### config.mk
export PLATFORM = sky130hd
export DESIGN_NAME = mem_stage_queue
export DESIGN_NICKNAME = d
export VERILOG_FILES = /design/src/rtl/mem_stage_pkg.sv /design/src/rtl/mem_queue_entry_array.sv /design/src/rtl/mem_stage_queue.sv
export SDC_FILE = /design/constraint.sdc
export NUM_CORES = 1
export LEC_CHECK = 0
export CORE_UTILIZATION = 35
export CTS_CLUSTER_SIZE = 16
export DETAILED_ROUTE_END_ITERATION = 6
export PLACE_DENSITY = 0.56
export SLEW_MARGIN = 25
export SYNTH_ARGS = -nofsm -noshare
export SYNTH_HDL_FRONTEND = slang
export SYNTH_SLANG_ARGS = --single-unit
### constraint.sdc
create_clock -name clk -period 6.95 [get_ports clk]
set_clock_uncertainty 0.15 [all_clocks]
set_input_delay 1.39 -clock clk [delete_from_list [all_inputs] [get_ports clk]]
set_output_delay 1.39 -clock clk [all_outputs]
set_load 0.02 [all_outputs]
### src/rtl/mem_stage_pkg.sv
// mem_stage_pkg: shared entry-flag layout and width helpers for the MEM stage queue
package mem_stage_pkg;
    typedef struct packed {
        logic valid;
        logic mem_req;
        logic got;
    } entry_flags_t;
    function automatic int ptr_w(input int depth);
        return $clog2(depth);
    endfunction
    function automatic int cnt_w(input int depth);
        return $clog2(depth + 1);
    endfunction
endpackage

### src/rtl/mem_queue_entry_array.sv
// mem_queue_entry_array: per-entry flags, read data and payload with tail write, response update, head read
module mem_queue_entry_array
    import mem_stage_pkg::*;
#(
    parameter int DEPTH     = 2,
    parameter int PAYLOAD_W = 64,
    parameter int DATA_W    = 32,
    parameter int PW        = ptr_w(DEPTH)
) (
    input  logic                 clk,
    input  logic                 rst,
    input  logic                 clear,
    input  logic                 wr_en,
    input  logic [PW-1:0]        wr_ptr,
    input  logic                 wr_mem_req,
    input  logic [PAYLOAD_W-1:0] wr_payload,
    input  logic                 resp_en,
    input  logic [PW-1:0]        resp_ptr,
    input  logic [DATA_W-1:0]    resp_rdata,
    input  logic                 pop_en,
    input  logic [PW-1:0]        pop_ptr,
    input  logic [PW-1:0]        rd_ptr,
    output logic [DEPTH-1:0]     valid,
    output logic [DEPTH-1:0]     mem_req,
    output logic [DEPTH-1:0]     got,
    output logic [PAYLOAD_W-1:0] rd_payload,
    output logic [DATA_W-1:0]    rd_rdata
);
    entry_flags_t         flags   [DEPTH];
    logic [DATA_W-1:0]    rdata   [DEPTH];
    logic [PAYLOAD_W-1:0] payload [DEPTH];

    // Flush clears everything; a new write beats the pop clear when head and tail alias
    always_ff @(posedge clk or negedge rst) begin
        if (!rst) begin
            for (int i = 0; i < DEPTH; i++) begin
                flags[i]   <= '0;
                rdata[i]   <= '0;
                payload[i] <= '0;
            end
        end else if (clear) begin
            for (int i = 0; i < DEPTH; i++) flags[i] <= '0;
        end else begin
            for (int i = 0; i < DEPTH; i++) begin
                if (wr_en && wr_ptr == PW'(i)) begin
                    flags[i]   <= '{valid: 1'b1, mem_req: wr_mem_req, got: 1'b0};
                    payload[i] <= wr_payload;
                end else if (pop_en && pop_ptr == PW'(i)) begin
                    flags[i] <= '0;
                end else if (resp_en && resp_ptr == PW'(i)) begin
                    flags[i].got <= 1'b1;
                    rdata[i]     <= resp_rdata;
                end
            end
        end
    end

    // Flatten the flags so the control logic can scan all entries
    always_comb begin
        valid   = '0;
        mem_req = '0;
        got     = '0;
        for (int i = 0; i < DEPTH; i++) begin
            valid[i]   = flags[i].valid;
            mem_req[i] = flags[i].mem_req;
            got[i]     = flags[i].got;
        end
    end

    assign rd_payload = payload[rd_ptr];
    assign rd_rdata   = rdata[rd_ptr];
endmodule

### src/rtl/mem_stage_queue.sv
// mem_stage_queue: DEPTH-entry in-order MEM stage with outstanding bus responses and flush absorption
module mem_stage_queue
    import mem_stage_pkg::*;
#(
    parameter int DEPTH     = 2,
    parameter int PAYLOAD_W = 64,
    parameter int DATA_W    = 32
) (
    input  logic                         clk,
    input  logic                         rst,
    input  logic                         in_valid,
    output logic                         in_allowin,
    input  logic                         in_memReq,
    input  logic [PAYLOAD_W-1:0]         in_payload,
    output logic                         out_valid,
    input  logic                         out_allowin,
    output logic [PAYLOAD_W-1:0]         out_payload,
    output logic                         out_memReq,
    output logic [DATA_W-1:0]            out_rdata,
    input  logic                         data_data_ok,
    input  logic [DATA_W-1:0]            data_rdata,
    input  logic                         flush,
    output logic [$clog2(DEPTH+1)-1:0]   count,
    output logic [$clog2(DEPTH+1)-1:0]   discard,
    output logic                         err_spurious
);
    localparam int PW = ptr_w(DEPTH);
    localparam int CW = cnt_w(DEPTH);

    logic [PW-1:0]        head, tail, resp_ptr, idx;
    logic [DEPTH-1:0]     valid, mem_req, got, pending;
    logic [PAYLOAD_W-1:0] head_payload;
    logic [DATA_W-1:0]    head_rdata;
    logic [CW-1:0]        owed;
    logic [CW:0]          occ;
    logic                 found, resp_drop, resp_live, resp_spur, head_ready, pop, enq;

    mem_queue_entry_array #(
        .DEPTH    (DEPTH),
        .PAYLOAD_W(PAYLOAD_W),
        .DATA_W   (DATA_W),
        .PW       (PW)
    ) u_entries (
        .clk       (clk),
        .rst       (rst),
        .clear     (flush),
        .wr_en     (enq),
        .wr_ptr    (tail),
        .wr_mem_req(in_memReq),
        .wr_payload(in_payload),
        .resp_en   (resp_live),
        .resp_ptr  (resp_ptr),
        .resp_rdata(data_rdata),
        .pop_en    (pop),
        .pop_ptr   (head),
        .rd_ptr    (head),
        .valid     (valid),
        .mem_req   (mem_req),
        .got       (got),
        .rd_payload(head_payload),
        .rd_rdata  (head_rdata)
    );

    assign pending = valid & mem_req & ~got;

    // Response pointer is the oldest entry still waiting on data; owed counts all such entries
    always_comb begin
        found    = 1'b0;
        resp_ptr = '0;
        idx      = '0;
        owed     = '0;
        for (int i = 0; i < DEPTH; i++) begin
            idx = head + PW'(i);
            if (!found && pending[idx]) begin
                found    = 1'b1;
                resp_ptr = idx;
            end
            owed = owed + CW'(pending[i]);
        end
    end

    // Route the response, decide head readiness and the enqueue/pop handshakes
    always_comb begin
        resp_drop  = data_data_ok && discard != '0;
        resp_live  = data_data_ok && discard == '0 && found;
        resp_spur  = data_data_ok && discard == '0 && !found;
        head_ready = valid[head] && (!mem_req[head] || got[head] || (resp_live && resp_ptr == head));
        out_valid  = head_ready && !flush;
        pop        = out_valid && out_allowin;
        occ        = {1'b0, count} + {1'b0, discard} - (CW+1)'(pop);
        in_allowin = !flush && occ < (CW+1)'(DEPTH);
        enq        = in_valid && in_allowin;
    end

    assign out_payload = head_payload;
    assign out_memReq  = mem_req[head];
    assign out_rdata   = !valid[head] ? '0 : got[head] ? head_rdata : data_rdata;

    // Pointers and occupancy; a flush converts every still-owed response into discard credit
    always_ff @(posedge clk or negedge rst) begin
        if (!rst) begin
            head         <= '0;
            tail         <= '0;
            count        <= '0;
            discard      <= '0;
            err_spurious <= 1'b0;
        end else begin
            head         <= flush ? '0 : head + PW'(pop);
            tail         <= flush ? '0 : tail + PW'(enq);
            count        <= flush ? '0 : count + CW'(enq) - CW'(pop);
            discard      <= flush ? discard + owed - CW'(resp_drop || resp_live) : discard - CW'(resp_drop);
            err_spurious <= err_spurious | resp_spur;
        end
    end
endmodule

; ---- Yosys cells after proc, flatten, opt, wreduce, memory -nomap -nowiden
; Cells that the tools add are included.
[op_classes]
eq_ne = 1
n_bitwise = 13
muxes = 35
order_cmp = 4
add_sub_neg = 11
n_reduce_logical = 34
[op_table]
columns = operator, count
row1 = 64-bit two-way mux, 3
row2 = 32-bit two-way mux, 5
row3 = 1-bit two-way mux, 20
row4 = 1-bit logical AND, 17
row5 = 2-bit two-way mux, 4
row6 = 1-bit NOT, 8
row7 = 4-bit AND reduction, 2
row8 = 4-bit nonzero test, 2
row9 = 3-bit two-way mux, 2
row10 = 6-bit two-way mux, 1
row11 = 3-bit nonzero test, 2
row12 = 2-bit by 1-bit subtractor with 2-bit output, 3
row13 = 2-bit AND, 2
row14 = 1-bit logical NOT, 4
row15 = "1-bit by 2-bit less-than comparator with 1-bit output, second input constant", 2
row16 = 2-bit AND reduction, 2
row17 = 2-bit by 2-bit adder with 3-bit output, 1
row18 = 1-bit logical OR, 3
row19 = "3-bit by 2-bit less-than comparator with 1-bit output, second input constant", 1
row20 = 3-bit by 1-bit subtractor with 3-bit output, 1
row21 = 1-bit adder, 2
row22 = 1-bit by 1-bit adder with 2-bit output, 1
row23 = 2-bit by 1-bit adder with 2-bit output, 1
row24 = 2-bit adder, 1
row25 = other kinds (8), 8
[word_totals]
inputBits = 103
regBits = 205
word_cells = 113
out_inout_bits = 104

; ---- Depth between registers and ports, before layout
[depth]
ltp_word = 21
depth_mapped = 17

; ---- Cells and area by module
; A second synthesis with hierarchy kept.
[hier_totals]
cells_unflattened = 716
hier_area_um2 = 9733.1
[by_module_without_submodules]
columns = mod, n_inst, seq_area_each_um2, area_per_inst_um2, cells_per_inst
row1 = mem_queue_entry_array, 1, 4954.8, 8553.2, 538
row2 = mem_stage_queue, 1, 175.2, 1179.9, 178

; ---- Least setup slack after synthesis
; No wires, ideal clock.
[synth_path]
path_type = input to register
start = in data_data_ok
end = reg u_entries.payload[100] (netlist name)
n_path_buf = 3
path_stages = 15
t_arrival_ps = 6045
t_required_ps = 6675
setup_slack_ps = 630
setup_time_ps = 125
path_cell_list = or3b_1 -> clkbuf_2 -> o21bai_1 -> a2111oi_0 -> ha_1 -> nand2b_1 -> fa_1 -> xnor2_1 -> nor3b_1 -> and2_1 -> ha_1 -> nor2b_1 -> clkbuf_1 -> clkbuf_1 -> mux2_2
[synth_via]
elab_chain_len = 13
[synth_lines]
columns = item, line_no
row1 = "start, declared", mem_stage_queue.sv:20  ; input logic data_data_ok,
row2 = 1-bit logical AND (2 in a row), mem_stage_queue.sv:85  ; resp_live = data_data_ok && discard == '0 && found;
row3 = 1-bit logical AND, mem_stage_queue.sv:87  ; head_ready = valid[head] && (!mem_req[head] || got[head] || (resp_live && resp_ptr == head));
row4 = 1-bit logical OR, mem_stage_queue.sv:87
row5 = 1-bit logical AND, mem_stage_queue.sv:87
row6 = 1-bit logical AND, mem_stage_queue.sv:88  ; out_valid = head_ready && !flush;
row7 = 1-bit logical AND, mem_stage_queue.sv:89  ; pop = out_valid && out_allowin;
row8 = 3-bit by 1-bit subtractor with 3-bit output, mem_stage_queue.sv:90  ; occ = {1'b0, count} + {1'b0, discard} - (CW+1)'(pop);
row9 = 3-bit by 2-bit less-than comparator with 1-bit output, mem_stage_queue.sv:91  ; in_allowin = !flush && occ < (CW+1)'(DEPTH);
row10 = 1-bit logical AND, mem_stage_queue.sv:91
row11 = net in_allowin, mem_stage_queue.sv:12  ; output logic in_allowin,
row12 = 1-bit logical AND, mem_stage_queue.sv:92  ; enq = in_valid && in_allowin;
row13 = 1-bit logical AND, mem_queue_entry_array.sv:45  ; if (wr_en && wr_ptr == PW'(i)) begin
row14 = 2-bit AND reduction (no source line), -
row15 = "end signal, assigned by index", mem_queue_entry_array.sv:47  ; payload[i] <= wr_payload;
row16 = "end, declared", mem_queue_entry_array.sv:31  ; logic [PAYLOAD_W-1:0] payload [DEPTH];
; The timed path passes the listed nets, and every way through them passes these cells.
; A chain may end at the register's enable or synchronous reset.

; ---- Final worst setup path
[layout_path]
start = in data_data_ok
end = out in_allowin
[layout_via]
elab_chain_len = 10
[layout_lines]
columns = item, line_no
row1 = 1-bit logical AND (2 in a row), mem_stage_queue.sv:85
row2 = 1-bit logical AND, mem_stage_queue.sv:87
row3 = 1-bit logical OR, mem_stage_queue.sv:87
row4 = 1-bit logical AND, mem_stage_queue.sv:87
row5 = 1-bit logical AND, mem_stage_queue.sv:88
row6 = 1-bit logical AND, mem_stage_queue.sv:89
row7 = 3-bit by 1-bit subtractor with 3-bit output, mem_stage_queue.sv:90
row8 = 3-bit by 2-bit less-than comparator with 1-bit output, mem_stage_queue.sv:91
row9 = 1-bit logical AND, mem_stage_queue.sv:91
row10 = "end, declared", mem_stage_queue.sv:12
; No other way between the ends.

==> results_dict.tcl <==
set metrics [dict create \
    whs_ps 333.0 \
    final_cell_mix "mux2_2 (227), clkdlybuf4s50_1 (205), dfrtp_1 (204)" \
    p_sw_w 0.001408 \
    fmax_ghz 0.1537 \
    cts_tree "built" \
    grt-ovfl-total 0 \
    clk-insertion-delay-late_ps 510 \
    gp_congestion 0.7633 \
    grt_pass1_vias 6998 \
    antenna_found_initial 4 \
    fin_crit_sh 0.9363 \
    first_pass_iters 4 \
    drtIter0Drc 222 \
    yosys_register_bits 205 \
    cts_root_buf "clkbuf_16" \
    via_per_inst 5.023 \
    cp_max_fo 4 \
    cpMostUsedCell "clkdlybuf4s50_1" \
    postSynthCellCount 685 \
    crit_type "input pin to output pin" \
    clk_pin_slew_ps 60 \
    grtUsageTotal 0.1674 \
    drc 0 \
    synthesis.area_mm2 0.009677 \
    ctsLongestPathBuffers 3 \
    path_cells "clkdlybuf4s50_1 > or3b_1 > o21bai_1 > a2111oi_0 > buf_4 > ha_1 > nand2b_1 > fa_1 > xnor2_1 > nor3b_1 > clkdlybuf4s50_1" \
    irDropWorstVdd_uv 250.9 \
    final_cell_area_mm2 0.01292 \
    hold_viol 0 \
    antenna_cells 0 \
    required_ps 5410 \
    finalMaxSlewViolations 0 \
    cp.arrival_ps 4970 \
    dpl_cell_area_mm2 0.01209 \
    synth_nets 800 \
    p_comb_frac 0.359 \
    die_w_um 168.3 \
    fp.dieH_um 168.3 \
    outcome "complete, no violations" \
    slew_headroom 0.4244 \
    sw_frac_of_total 0.3066 \
    grt_first_pass_wirelength_um 38090 \
    p_leak_nw 5.631 \
    multi_input_comb_area_mm2 0.004310 \
    rows 60 \
    cts_resized 0 \
    syn_avg_cell_area_um2 14.13 \
    nets 998 \
    yosysWarnings 0 \
    ys_seq_area_frac 0.5301 \
    hold_path.class "register to register" \
    route.met3.wl_um 2108 \
    postCtsHoldBufs 0 \
    vias 6234 \
    cts_htree_levels 1 \
    ff_latch_area_mm2 0.005134 \
    setup_viol 0 \
    post-cts-setup-buffers 0 \
    rsz0062_at_grt "no" \
    floorplan.initialDensity 0.3581 \
    intPower_w 0.003184 \
    io_buffers 206 \
    pwr-share-clk 0.286 \
    maxCapViolCount 0 \
    io_pins 207 \
    setup_tns_ps 0 \
    critPathSlowestCell "clkdlybuf4s50_1" \
    worst_slew_pin_slew_ps 863.4 \
    met2WireLength_um 10610 \
    synth_cell_types 41 \
    clkSinkCount 205 \
    ant_nets 0 \
    die-area_mm2 0.02832 \
    critPathLaunchType "input pin" \
    seqPwrFrac 0.355 \
    routed_wl_um 23450 \
    layout_min_cycle_time_ps 6508 \
    final_common_cell "mux2_2" \
    end_kind "output pin" \
    cts_buffers 25 \
    hpwlAfterDp_um 15440 \
    syn2layout_area_growth_pct 33.55 \
    wire_per_inst_um 18.89 \
    wl_met1_um 10230 \
    core_mm2 0.02703 \
    drive_gt1_frac 0.3544 \
    grt_max_degree 80 \
    num-fill-cells 2354 \
    dr.max_layer_used "met5" \
    power_density_mw_per_mm2 355.3 \
    slowest_delay_ps 670 \
]
## per-layer routing
layer	global-route usage	up-vias
li1	-	2875
met1	0.2151	3134
met2	0.2645	174
met3	0.06653	45
met4	0.03794	6
met5	0	-
## synth_stat cells
cell type	number	area, um2
a22o_1	2	17.52
fa_1	1	20.02
nor2b_1	3	18.77
or3b_1	1	8.760
o21ai_0	2	10.01
buf_2	7	35.03
xnor2_1	2	17.52
clkbuf_2	1	5.000
o21a_1	3	22.52
nand3b_1	3	22.52
nor3_1	4	20.02
a211oi_1	33	247.7
and2_1	1	6.260
nand2b_1	2	12.51
inv_1	9	33.78
dfrtp_1	205	5130
nor2_1	38	142.6
o22ai_1	1	6.260
o21bai_1	2	15.01
clkbuf_1	30	112.6
nor4b_2	1	15.01
and4_1	1	8.760
o31a_2	1	10.01
buf_12	3	60.06
and4b_1	1	10.01
or4b_4	1	13.76
buf_6	1	11.26
mux2_4	30	450.4
buf_1	5	18.77
nand2_1	3	11.26
a2111oi_0	2	17.52
a211o_1	1	8.760
nand3_1	2	10.01
or3b_2	1	8.760
mux2i_1	33	330.3
ha_1	11	137.6
a21oi_1	2	10.01
mux2_2	228	2567
nor4bb_1	4	40.04
nor3b_1	2	15.01
xor2_1	2	17.52
## flip-flops by register name, summed over array words and instances, names as in the netlist
name	cells
count	2
discard	2
err_spurious	1
head	1
tail	1
u_entries.got	2
u_entries.mem_req	2
u_entries.payload	128
u_entries.rdata	64
u_entries.valid	2
## power by group through the flow
stage	sequential [W]	clock [W]	combinational (W)
floorplan	0.00159	0	0.000957
global placement	0.00162	0	0.00163
detailed placement	0.00165	0	0.00166
CTS	0.00163	0.00136	0.00167
global route	0.00167	0.00141	0.00176
finish	0.00163	0.00131	0.00165
## worst max-delay path: cells and delay by family
family,cells,cell delay (ps)
buffers and inverters,3,1370
xor gates and xnor gates,1,140
adders and majority gates,2,600
AOI/OAI and AO/OA,2,610
and+or+nand+nor,3,840
## cells by family after synthesis
kind of cell    Yosys count  share of synthesized area
xor+xnor                  4                   0.003621
simple gates             68                    0.03763
compound gates           49                    0.03776
flops                   205                     0.5301
mux                     291                     0.3460
fa+ha+maj                12                    0.01629
buf+inv                  56                    0.02857
## worst paths after layout
| kind | startpoint | to | slack [ps] | depth (start not counted) |
|---|---|---|---|---|
| max | data_data_ok | in_allowin | 440 | 11 |
| min | err_spurious | err_spurious | 330 | 1 |
| max reg2reg | head | u_entries.rdata[37] | 1300 | 14 |
| min reg2reg | err_spurious | err_spurious | 330 | 1 |
| max in group asynchronous | rst | u_entries.payload[54] | 4720 | 2 |
| min in group asynchronous | rst | u_entries.rdata[56] | 710 | 1 |
## area by class of cell
type	count	area share
Timing Repair Buffer	218	0.1690
Clock inverter	11	0.01075
Clock buffer	33	0.05383
Multi-Input combinational cell	424	0.3335
Sequential cell	205	0.3972
Inverter	9	0.002614
Tap cell	341	0.03301
## metrics by stage
step	setup slack (ps)	std cells	power, W	utilization
after detailed placement	435.7	1197	0.003305	0.4472
after CTS	401.8	1241	0.004660	0.4781
after global routing	235.8	1241	0.004838	0.4782
final	442.5	1241	0.004592	0.4782
after floorplan	630.2	685	0.002547	-
after global placement	451.2	1197	0.003246	0.4470
(Power assumes the default switching activity.)
